`config.mk`:
```
export PLATFORM = sky130hd
export DESIGN_NAME = bpu_update_sched_flat
export DESIGN_NICKNAME = d
export VERILOG_FILES = /design/src/rtl/bpu_update_sched_if.sv /design/src/rtl/bpu_update_sched.sv /design/src/flat_wrapper.sv
export SDC_FILE = /design/constraint.sdc
export NUM_CORES = 1
export LEC_CHECK = 0
export CAP_MARGIN = 20
export CORE_MARGIN = 2
export CORE_UTILIZATION = 30
export CTS_CLUSTER_SIZE = 12
export DETAILED_ROUTE_END_ITERATION = 7
export PLACE_DENSITY = 0.57
export SLEW_MARGIN = 10
export SYNTH_ARGS = -nofsm -noshare
export SYNTH_HDL_FRONTEND = slang
export SYNTH_SLANG_ARGS = --single-unit
```
`constraint.sdc`:
```
create_clock -name clk -period 8.52 [get_ports clk]
set_clock_uncertainty 0.2 [all_clocks]
set_input_delay 1.704 -clock clk [delete_from_list [all_inputs] [get_ports clk]]
set_output_delay 1.704 -clock clk [all_outputs]
set_load 0.02 [all_outputs]
```
`src/rtl/bpu_update_sched_if.sv`:
```
// bpu_update_sched_if: request, update and init-sweep signals of the predictor update scheduler
interface bpu_update_sched_if #(
  parameter int PAY_W = 64,
  parameter int DEPTH = 4,
  parameter int IDX_W = 8
);
  logic                       req0_valid;
  logic [PAY_W-1:0]           req0_data;
  logic                       req0_ready;
  logic                       req1_valid;
  logic [PAY_W-1:0]           req1_data;
  logic                       req1_ready;
  logic                       upd_valid;
  logic [PAY_W-1:0]           upd_data;
  logic                       upd_ready;
  logic                       init_we;
  logic [IDX_W-1:0]           init_idx;
  logic [$clog2(DEPTH+1)-1:0] fifo_cnt;
  modport master (
    output req0_valid, req0_data, req1_valid, req1_data, upd_ready,
    input  req0_ready, req1_ready, upd_valid, upd_data, init_we, init_idx, fifo_cnt
  );
  modport slave (
    input  req0_valid, req0_data, req1_valid, req1_data, upd_ready,
    output req0_ready, req1_ready, upd_valid, upd_data, init_we, init_idx, fifo_cnt
  );
endinterface

```
`src/rtl/bpu_update_sched.sv`:
```
// bpu_update_sched: sweeps predictor tables clear after reset, then serialises two in-order update slots through a FIFO
module bpu_update_sched #(
  parameter int PAY_W = 64,
  parameter int DEPTH = 4,
  parameter int IDX_W = 8
) (
  input logic               clk,
  input logic               rst_n,
  bpu_update_sched_if.slave bus
);
  localparam int CNT_W = $clog2(DEPTH + 1);
  localparam int PTR_W = $clog2(DEPTH);
  localparam logic [IDX_W-1:0] IDX_MAX = '1;
  typedef enum logic [1:0] {RST_HOLD, INIT, RUN} state_t;
  state_t            r_state, w_next;
  logic [IDX_W-1:0]  r_idx;
  logic [PAY_W-1:0]  r_mem [DEPTH];
  logic [PTR_W-1:0]  r_wp, r_rp, w_wp1;
  logic [CNT_W-1:0]  r_cnt, w_free;
  logic              w_run, w_push0, w_push1, w_pop;
  always_ff @(posedge clk) begin
    if (!rst_n) r_state <= RST_HOLD;
    else r_state <= w_next;
  end
  always_comb begin
    w_next = r_state;
    w_next = r_state == RST_HOLD ? INIT :
             (r_state == INIT && r_idx == IDX_MAX) ? RUN : r_state;
  end
  assign w_run         = r_state == RUN;
  assign w_free        = CNT_W'(DEPTH) - r_cnt;
  // slot 1 needs two credits whenever slot 0 is also presenting, keeping program order
  assign bus.req0_ready = w_run && w_free >= CNT_W'(1);
  assign bus.req1_ready = w_run && (bus.req0_valid ? w_free >= CNT_W'(2) : w_free >= CNT_W'(1));
  assign w_push0       = bus.req0_valid && bus.req0_ready;
  assign w_push1       = bus.req1_valid && bus.req1_ready;
  assign bus.upd_valid = r_cnt != '0;
  assign bus.upd_data  = r_mem[r_rp];
  assign w_pop         = bus.upd_valid && bus.upd_ready;
  assign w_wp1         = r_wp + PTR_W'(1);
  assign bus.init_we   = r_state == INIT;
  assign bus.init_idx  = r_idx;
  assign bus.fifo_cnt  = r_cnt;
  always_ff @(posedge clk) begin
    if (!rst_n) r_idx <= '0;
    else r_idx <= (r_state == INIT && r_idx != IDX_MAX) ? r_idx + IDX_W'(1) : '0;
  end
  always_ff @(posedge clk) begin
    if (!rst_n) begin
      r_wp  <= '0;
      r_rp  <= '0;
      r_cnt <= '0;
    end else begin
      r_wp  <= r_wp + PTR_W'(w_push0) + PTR_W'(w_push1);
      r_rp  <= r_rp + PTR_W'(w_pop);
      r_cnt <= r_cnt + CNT_W'(w_push0) + CNT_W'(w_push1) - CNT_W'(w_pop);
    end
  end
  always_ff @(posedge clk) begin
    if (w_push0) r_mem[r_wp] <= bus.req0_data;
    if (w_push1) r_mem[w_push0 ? w_wp1 : r_wp] <= bus.req1_data;
  end
endmodule

```
`src/flat_wrapper.sv`:
```
// flat-port wrapper written by rule: the top's interface ports become plain ports
module bpu_update_sched_flat 
#(
  parameter int PAY_W = 64,
  parameter int DEPTH = 4,
  parameter int IDX_W = 8
)
  (clk, rst_n, bus_req0_valid, bus_req0_data, bus_req1_valid, bus_req1_data, bus_upd_ready, bus_req0_ready, bus_req1_ready, bus_upd_valid, bus_upd_data, bus_init_we, bus_init_idx, bus_fifo_cnt);
  bpu_update_sched_if #(.PAY_W(PAY_W), .DEPTH(DEPTH), .IDX_W(IDX_W)) bus_i ();
  input logic clk;
  input logic rst_n;
  input wire logic [$bits(bus_i.req0_valid)-1:0] bus_req0_valid;
  input wire logic [$bits(bus_i.req0_data)-1:0] bus_req0_data;
  input wire logic [$bits(bus_i.req1_valid)-1:0] bus_req1_valid;
  input wire logic [$bits(bus_i.req1_data)-1:0] bus_req1_data;
  input wire logic [$bits(bus_i.upd_ready)-1:0] bus_upd_ready;
  output wire logic [$bits(bus_i.req0_ready)-1:0] bus_req0_ready;
  output wire logic [$bits(bus_i.req1_ready)-1:0] bus_req1_ready;
  output wire logic [$bits(bus_i.upd_valid)-1:0] bus_upd_valid;
  output wire logic [$bits(bus_i.upd_data)-1:0] bus_upd_data;
  output wire logic [$bits(bus_i.init_we)-1:0] bus_init_we;
  output wire logic [$bits(bus_i.init_idx)-1:0] bus_init_idx;
  output wire logic [$bits(bus_i.fifo_cnt)-1:0] bus_fifo_cnt;
  assign bus_i.req0_valid = bus_req0_valid;
  assign bus_i.req0_data = bus_req0_data;
  assign bus_i.req1_valid = bus_req1_valid;
  assign bus_i.req1_data = bus_req1_data;
  assign bus_i.upd_ready = bus_upd_ready;
  assign bus_req0_ready = bus_i.req0_ready;
  assign bus_req1_ready = bus_i.req1_ready;
  assign bus_upd_valid = bus_i.upd_valid;
  assign bus_upd_data = bus_i.upd_data;
  assign bus_init_we = bus_i.init_we;
  assign bus_init_idx = bus_i.init_idx;
  assign bus_fifo_cnt = bus_i.fifo_cnt;
  bpu_update_sched #(.PAY_W(PAY_W), .DEPTH(DEPTH), .IDX_W(IDX_W)) u_core (.clk(clk), .rst_n(rst_n), .bus(bus_i));
endmodule
```
# Word-level counts from Yosys, hierarchy flattened
# Memories as Yosys holds them, arrays and structs flattened. A register that Yosys moved wholly into a read port is not among the register bits.
# Cells that the tools add are included.
# word_totals
register_bits	17
mem_bits_rw	256
in_bits	133
word_cells	44
mem_count	1
# classes
add_sub_neg	9
order_cmp	2
n_eq_ne	4
muxes	9
bitwise_logic	1
n_reduce_logical	12
# memory_table
name	words	word_bits	rd	rd_clocked_by_memory_dff	wr	line_no	source
u_core.r_mem	4	64	1	1	2	bpu_update_sched.sv:17	logic [PAY_W-1:0] r_mem [DEPTH];
# op_table
cell	count
8-bit by 1-bit adder with 8-bit output (second input constant)	1
8-bit equality test (second input constant)	1
8-bit != test (second input constant)	1
1-bit logical AND	7
1-bit two-way mux	7
2-bit by 1-bit adder with 2-bit output	3
3-bit by 1-bit adder with 3-bit output	2
2-bit two-way mux	2
3-bit by 1-bit >= comparator with 1-bit output (second input constant)	1
3-bit by 2-bit >= comparator with 1-bit output (second input constant)	1
3-bit nonzero test	1
3-bit by 1-bit subtractor with 3-bit output	1
3-bit subtractor (first input constant)	1
2-bit by 1-bit adder with 2-bit output (second input constant)	1
2-bit by 1-bit equality test with 1-bit output (second input constant)	1
2-bit equality test (second input constant)	1
2-bit zero test	1
2-bit AND reduction	1
2-bit nonzero test	1
2-bit OR reduction	1
1-bit inverter	1

# Logic depth before layout (Yosys ltp)
# Gate-level depths: netlist (run 1).
# logic_depth
ltp_word	7
depth_mapped	12
ltp_nobuf	12

# Worst setup path before layout (run 1)
# Ideal clock, no wire load.
# synth_timing
path_type	input-to-reg
startpoint	input bus_req0_valid
endpoint	memory u_core.r_mem[0][0] (enable)
setup_ns	0.514
arrival_ns	5.971
required_ns	7.806
path_slack_ns	1.835
stages	5
cell_sequence	nor4bb_1 > a2111o_1 > buf_4 > or3_1 > o221ai_1
# synth_lines
item	line_no	source
start, declared	flat_wrapper.sv:12	input wire logic [$bits(bus_i.req0_valid)-1:0] bus_req0_valid;
end, declared	bpu_update_sched.sv:17	

==> results of run 1 <==
worst max-delay path by stage:
stage,cells after the start,to,slack (ns)
2_1_floorplan,5,u_core.r_mem[0][0],1.83
3_3_place_gp,7,u_core.r_mem[3][12],2.96
3_5_place_dp,7,u_core.r_mem[3][6],2.92
4_1_cts,3,bus_upd_data[1],3.02
5_1_grt,3,bus_upd_data[1],2.86
6_report,3,bus_upd_data[1],3.20
sequential cells by signal (all words and copies together) (netlist names):
register,flops
u_core.bus.fifo_cnt,3
u_core.bus.init_idx,8
u_core.r_mem,256
u_core.r_rp,2
u_core.r_state,2
u_core.r_wp,2
kinds of logic after synthesis:
logic type / after synthesis
mux: 320
flops: 273
fa+ha+maj: 14
xor+xnor: 9
simple gates: 47
compound gates: 17
buf+inv: 56
worst max-delay path, delay by kind of cell, from the launching register on:
| kind | cells | cell delay [ns] |
|---|---|---|
| buf+inv | 2 | 1.39 |
| flops | 1 | 0.82 |
| mux | 1 | 0.60 |
cell type report:
cell class	count	area share [%]
Clock inverter	17	0.610
Inverter	13	0.283
Sequential cell	273	46.6
Antenna cell	2	0.0290
Timing Repair Buffer	226	12.9
Multi-Input combinational cell	407	30.6
Clock buffer	37	4.63
Tap cell	592	4.30
cells in the final DEF, fill, tap and decap left out, types with 2 or more instances in the layout:
cell type / instances
clkinv_1: 12
ha_1: 11
a21oi_4: 3
mux2_2: 144
diode_2: 2
inv_1: 12
edfxtp_1: 256
mux4_2: 64
xor2_1: 7
o221ai_4: 2
nand2_1: 8
clkbuf_1: 6
and2_1: 8
dfxtp_4: 2
or3_1: 2
a21oi_1: 2
mux2_1: 63
a211oi_1: 2
nor2_1: 9
clkdlybuf4s50_1: 211
o211ai_1: 3
xnor2_1: 2
fa_1: 3
buf_4: 15
nand3_1: 2
nor2b_1: 3
nand4_1: 2
clkbuf_16: 31
mux2_4: 49
or4_1: 2
dfxtp_1: 15
cell usage after synthesis (all sizes together), types with 3 or more instances:
| master | instances |
|---|---|
| ha | 11 |
| xor2 | 7 |
| nor2 | 9 |
| inv | 13 |
| o211ai | 3 |
| mux2 | 256 |
| nand2 | 9 |
| nor2b | 3 |
| a21oi | 5 |
| and2 | 8 |
| clkbuf | 9 |
| buf | 34 |
| dfxtp | 17 |
| fa | 3 |
| mux4 | 64 |
| edfxtp | 256 |
power groups by stage:
stage / Clock [mW] / Combinational [mW] / Sequential, mW
after floorplan: 0 / 0.548 / 1.52
after global placement: 0 / 0.889 / 1.58
after detailed placement: 0 / 0.891 / 1.58
after CTS: 1.25 / 0.895 / 1.55
after global routing: 1.31 / 0.936 / 1.55
final: 1.22 / 0.876 / 1.54
layer usage:
| metal | routed length (um) | vias up |
|---|---|---|
| met5 | 27 | - |
| met2 | 16500 | 169 |
| met4 | 427 | 4 |
| met3 | 2030 | 30 |
| li1 | - | 3406 |
| met1 | 14400 | 3840 |
==> results.yml, run 1 <==
floorplan:
  rows: 77
  coreArea_um2: 44500
  die_w_um: 217
  start_util_pct: 30.5
  dieArea_um2: 47000
  chipHeight_um: 217
  ios: 212
logic_synthesis:
  synthDistinctLibCells: 45
  yosys.area_share.simple_pct: 2.05
  synth_edf_count: 256
  async_flop_share_pct: 0
  ys_warn_count: 0
  synth_nets: 883
  synth_seq_cells: 273
  synthXorXnorAreaFrac_pct: 0.580
  synth_top_area_share_pct: 56.6
  syn_avg_cell_area_um2: 18.5
  ys_seq_area_share_pct: 59.1
  synth_mux_area_share_pct: 33.2
  synth_area_leaders: "edfxtp_1, mux2_2, mux4_2"
  synth_flop_cell: "edfxtp_1"
  synth_top_family_by_area: "multiplexers"
  synth_compound_area_share_pct: 1.07
  netlist_instances: 736
  synth_top_area_cell: "edfxtp_1"
  synthAdderAreaFrac_pct: 1.45
  synth_area_um2: 13600
worst_setup_path:
  critPathLaunchType: "flip-flop"
  crit_path_top_delay_cell: "dfxtp_4"
  reg2regPathDepth: 9
  timing.reg2reg.setup_slack_ns: 3.98
  critPathMaxStageDelay_ns: 0.82
  crit_type: "reg2out"
  worstPathRequired_ns: 6.62
  crit_fanout: 36
  arrival_ns: 3.42
  cp-startpoint: "u_core.r_rp[0]"
  critPathCaptureType: "output port"
  r2r_start: "u_core.bus.fifo_cnt[0]"
  r2r_end: "u_core.r_mem[3][0]"
  path_cells: "buf_4 -> mux4_2 -> clkdlybuf4s50_1"
routing:
  first_pass_iters: 4
  drc: 0
  dr_total_vias: 7449
  via_per_inst: 4.75
  drt-initial-drc-count: 388
  ant_nets: 0
  wl_per_cell_um: 21.3
  wl_um: 33400
grt:
  gr-usage-met2_pct: 24.1
  grt_usage_pct: 14.1
  gr-total-overflow: 0
  gr-usage-met1_pct: 18.2
  grt_max_degree: 65
  antenna_found_initial: 4
  grt_pass1_wl_um: 50300
  use_met3_pct: 3.26
  grt_pass1_vias: 8189
  busiest_layer: "met2"
sta:
  finalCriticalPeriod_ns: 5.32
  timing.fmax_ghz: 0.188
  worst_slew_pin_slew_ns: 1.07
  slew_violations: 0
  finalHoldViolations: 0
  timing.final.ws_setup_ns: 3.20
  final.period_utilization_pct: 62.4
  finalSetupViolations: 0
  setup_tns_ns: 0
  holdWs_ns: 0.274
  grt_setup_unrepaired: "false"
  slew_headroom_pct: 28.5
finish:
  nets: 1099
  utilization_pct: 38.7
  stdcell_count: 1567
  layout-drive-gt1-share_pct: 33.0
  multiInputGateArea_um2: 5280
  design_area_um2: 17200
  regArea_um2: 8040
  syn2layout_area_growth_pct: 26.8
  fillers: 4179
power:
  switching_share_pct: 27.0
  seq_power_share_pct: 42.4
  power_mw: 3.63
  clkPwrFrac_pct: 33.5
  p_leak_nw: 5.69
  internal_power_mw: 2.65
  vdd_drop_max_v: 0.000141
  power_frac_comb_pct: 24.1
  p_switching_uw: 981
  p_per_area_nw_per_um2: 211
status:
  status: "finished clean"
clocking:
  postCtsSetupBuffers: 0
  clk_latency_ns: 0.56
  root_buffer: "clkbuf_16"
  cts_buffer_depth: 3
  ctsHoldBuffers: 0
  htree_levels: 1
  cts.clk_slew.worst_paths_ns: 0.06
  tritoncts: "built"
  cts.sinks: 273
  ctsResizeCount: 0
  cts_inserted_buffers: 31
placed_design:
  hpwl_um: 20200
  placed_area_um2: 16300
  pre_cts_ws_ns: 2.92
  port_buffers: 211
  routabilityCongestion: 0.702
  placed_cells: 1511
run:
  cap_violations: 0
worst_hold_path:
  hold_path_class: "reg2reg"
  min_from: "u_core.bus.init_idx[0]"
  min_to: "u_core.bus.init_idx[0]"
  worstHoldPathCells: 1
Note: power is estimated with default switching activity, not from simulation.
==> run 2, diff against run 1 <==
--- a/config.mk
+++ b/config.mk
@@ -10,7 +10,7 @@
 export CORE_UTILIZATION = 30
 export CTS_CLUSTER_SIZE = 12
 export DETAILED_ROUTE_END_ITERATION = 7
-export PLACE_DENSITY = 0.57
+export PLACE_DENSITY = 0.58
 export SLEW_MARGIN = 10
 export SYNTH_ARGS = -nofsm -noshare
 export SYNTH_HDL_FRONTEND = slang
==> constraint.sdc (replaced) <==
create_clock -name clk -period 4.3 [get_ports clk]
set_clock_uncertainty 0.2 [all_clocks]
set_input_delay 0.86 -clock clk [delete_from_list [all_inputs] [get_ports clk]]
set_output_delay 0.86 -clock clk [all_outputs]
set_load 0.02 [all_outputs]
==> results.yml, run 2 (synthesis results as in run 1) <==
worst_setup_path:
  timing.reg2reg.setup_slack_ns: 0.71
  crit_path_top_delay_cell: "clkdlybuf4s50_1"
  crit_fanout: 9
  worstPathRequired_ns: 3.24
  critPathCaptureType: "output port"
  r2r_end: "u_core.r_mem[3][40]"
  reg2regPathDepth: 8
  crit_type: "reg2out"
  r2r_start: "u_core.bus.fifo_cnt[0]"
  crit_top_cell: "ha_1"
  cp-startpoint: "u_core.bus.fifo_cnt[0]"
  arrival_ns: 2.85
  crit_cells: 6
  critPathLaunchType: "flip-flop"
  endpoint: "bus_req1_ready"
  critical-path-top-delay-family: "buffers and inverters"
  crit_buf_inv: 2
  critPathMaxStageDelay_ns: 0.57
  path_cells: "inv_1 -> ha_1 -> ha_1 -> nor4b_4 -> a211oi_1 -> clkdlybuf4s50_1"
floorplan:
  coreArea_um2: 44500
  ios: 212
  die_w_um: 217
  start_util_pct: 30.5
  dieArea_um2: 47000
  rows: 77
  chipHeight_um: 217
routing:
  ant_nets: 0
  dr_total_vias: 7502
  drc: 0
  first_pass_iters: 4
  via_per_inst: 4.75
  wl_per_cell_um: 21.0
  wl_um: 33100
  drt-initial-drc-count: 356
finish:
  regArea_um2: 8040
  utilization_pct: 39.6
  layout-drive-gt1-share_pct: 34.1
  top_register: "u_core.r_mem"
  multiInputGateArea_um2: 5280
  nets: 1107
  largest_reg_flops: 256
  fillers: 4105
  syn2layout_area_growth_pct: 29.6
  final_common_cell: "edfxtp_1"
  mostFrequentLayoutCells: "edfxtp_1, clkdlybuf4s50_1, mux2_2, mux4_2, mux2_1"
power:
  vdd_drop_max_v: 0.000280
  power_mw: 7.43
  p_leak_nw: 5.84
  p_per_area_nw_per_um2: 422
grt:
  grt_pass1_vias: 8144
  grt_pass1_wl_um: 50000
  grt_usage_pct: 14.0
  antenna_found_initial: 1
  gr-total-overflow: 0
  grt_max_degree: 39
clocking:
  cts.clk_slew.worst_paths_ns: 0.06
  htree_levels: 1
  postCtsSetupBuffers: 0
  clk_latency_ns: 0.56
  cts_inserted_buffers: 31
  ctsResizeCount: 0
  cts.sinks: 273
  root_buffer: "clkbuf_16"
  tritoncts: "built"
  ctsHoldBuffers: 0
  cts_buffer_depth: 3
placed_design:
  routabilityCongestion: 0.710
  port_buffers: 211
  pre_cts_ws_ns: 0.475
  hpwl_um: 20200
sta:
  finalHoldViolations: 0
  slew_headroom_pct: 57.4
  finalCriticalPeriod_ns: 3.91
  grt_setup_unrepaired: "false"
  final.period_utilization_pct: 90.9
  finalSetupViolations: 0
  slew_violations: 0
  worst_slew_pin_slew_ns: 0.637
  timing.fmax_ghz: 0.256
  timing.final.ws_setup_ns: 0.389
worst_hold_path:
  hold_path_class: "reg2reg"
status:
  status: "finished clean"
run:
  cap_violations: 0
-- run 2: cell types whose count changed in the layout (fill, tap and decap cells not counted) --
cell	before	now
clkinv_2	1	5
clkbuf_8	0	3
diode_2	2	1
bufinv_16	1	3
clkbuf_1	6	9
clkinv_4	1	0
clkinv_1	12	6
buf_4	15	5
clkinvlp_4	1	0
buf_12	0	18
-- run 2: worst reg2reg max path, cell delays in order, from the launching register on --
cell and delay, ns:
dfxtp_1 0.45, inv_1 0.15, ha_1 0.23, ha_1 0.31
or4b_1 0.50, and4_1 0.25, o21bai_4 0.54, buf_12 0.37
mux2_4 0.35
-- run 2: where the power goes --
part	internal, mW	switching, mW	leakage [nW]
clock	1.55	1.06	0.490
combinational	1.00	0.851	2.91
sequential	2.92	0.0487	2.44
total	5.47	1.96	5.84
-- run 2: metrics by stage --
step / hold WS [ns] / instance area, um2 / setup TNS (ns) / instances
2_1_floorplan: 0.300 / 13600 / -62.49 / 736
3_3_place_gp: 0.256 / 16600 / 0 / 1519
3_5_place_dp: 0.304 / 16600 / 0 / 1519
4_1_cts: 0.317 / 17600 / 0 / 1577
5_1_grt: 0.335 / 17600 / 0 / 1578
6_report: 0.299 / 17600 / 0 / 1578
-- run 2: worst min-delay path by stage --
| stage | slack, ns | end | start | cells after the start |
|---|---|---|---|---|
| 2_1_floorplan | 0.30 | u_core.r_state[1] | u_core.r_state[1] | 1 |
| 3_5_place_dp | 0.30 | u_core.bus.init_idx[0] | u_core.bus.init_idx[0] | 1 |
| 6_report | 0.30 | u_core.bus.init_idx[0] | u_core.bus.init_idx[0] | 1 |
| 5_1_grt | 0.34 | u_core.bus.init_idx[0] | u_core.bus.init_idx[0] | 1 |
| 4_1_cts | 0.32 | u_core.bus.init_idx[0] | u_core.bus.init_idx[0] | 1 |
| 3_3_place_gp | 0.26 | u_core.bus.init_idx[0] | u_core.bus.init_idx[0] | 1 |
-- run 2: layout make-up --
class	instances	share of cell area, %
inverters	13	0.277
diodes	1	0.0142
clock buffers	43	4.83
multi-input cells	407	30.0
repair buffers	234	14.3
clock inverters	15	0.831
well taps	592	4.21
flip-flops and latches	273	45.6
-- run 2: metal layers --
metal  vias up  global-route usage [%]  wire (um)
met5         -                       0          0
met4         0                    3.17        501
met3        34                    2.71       1740
met2       166                    24.6      16700
met1      3871                    17.9      14200
li1       3431                       -          -
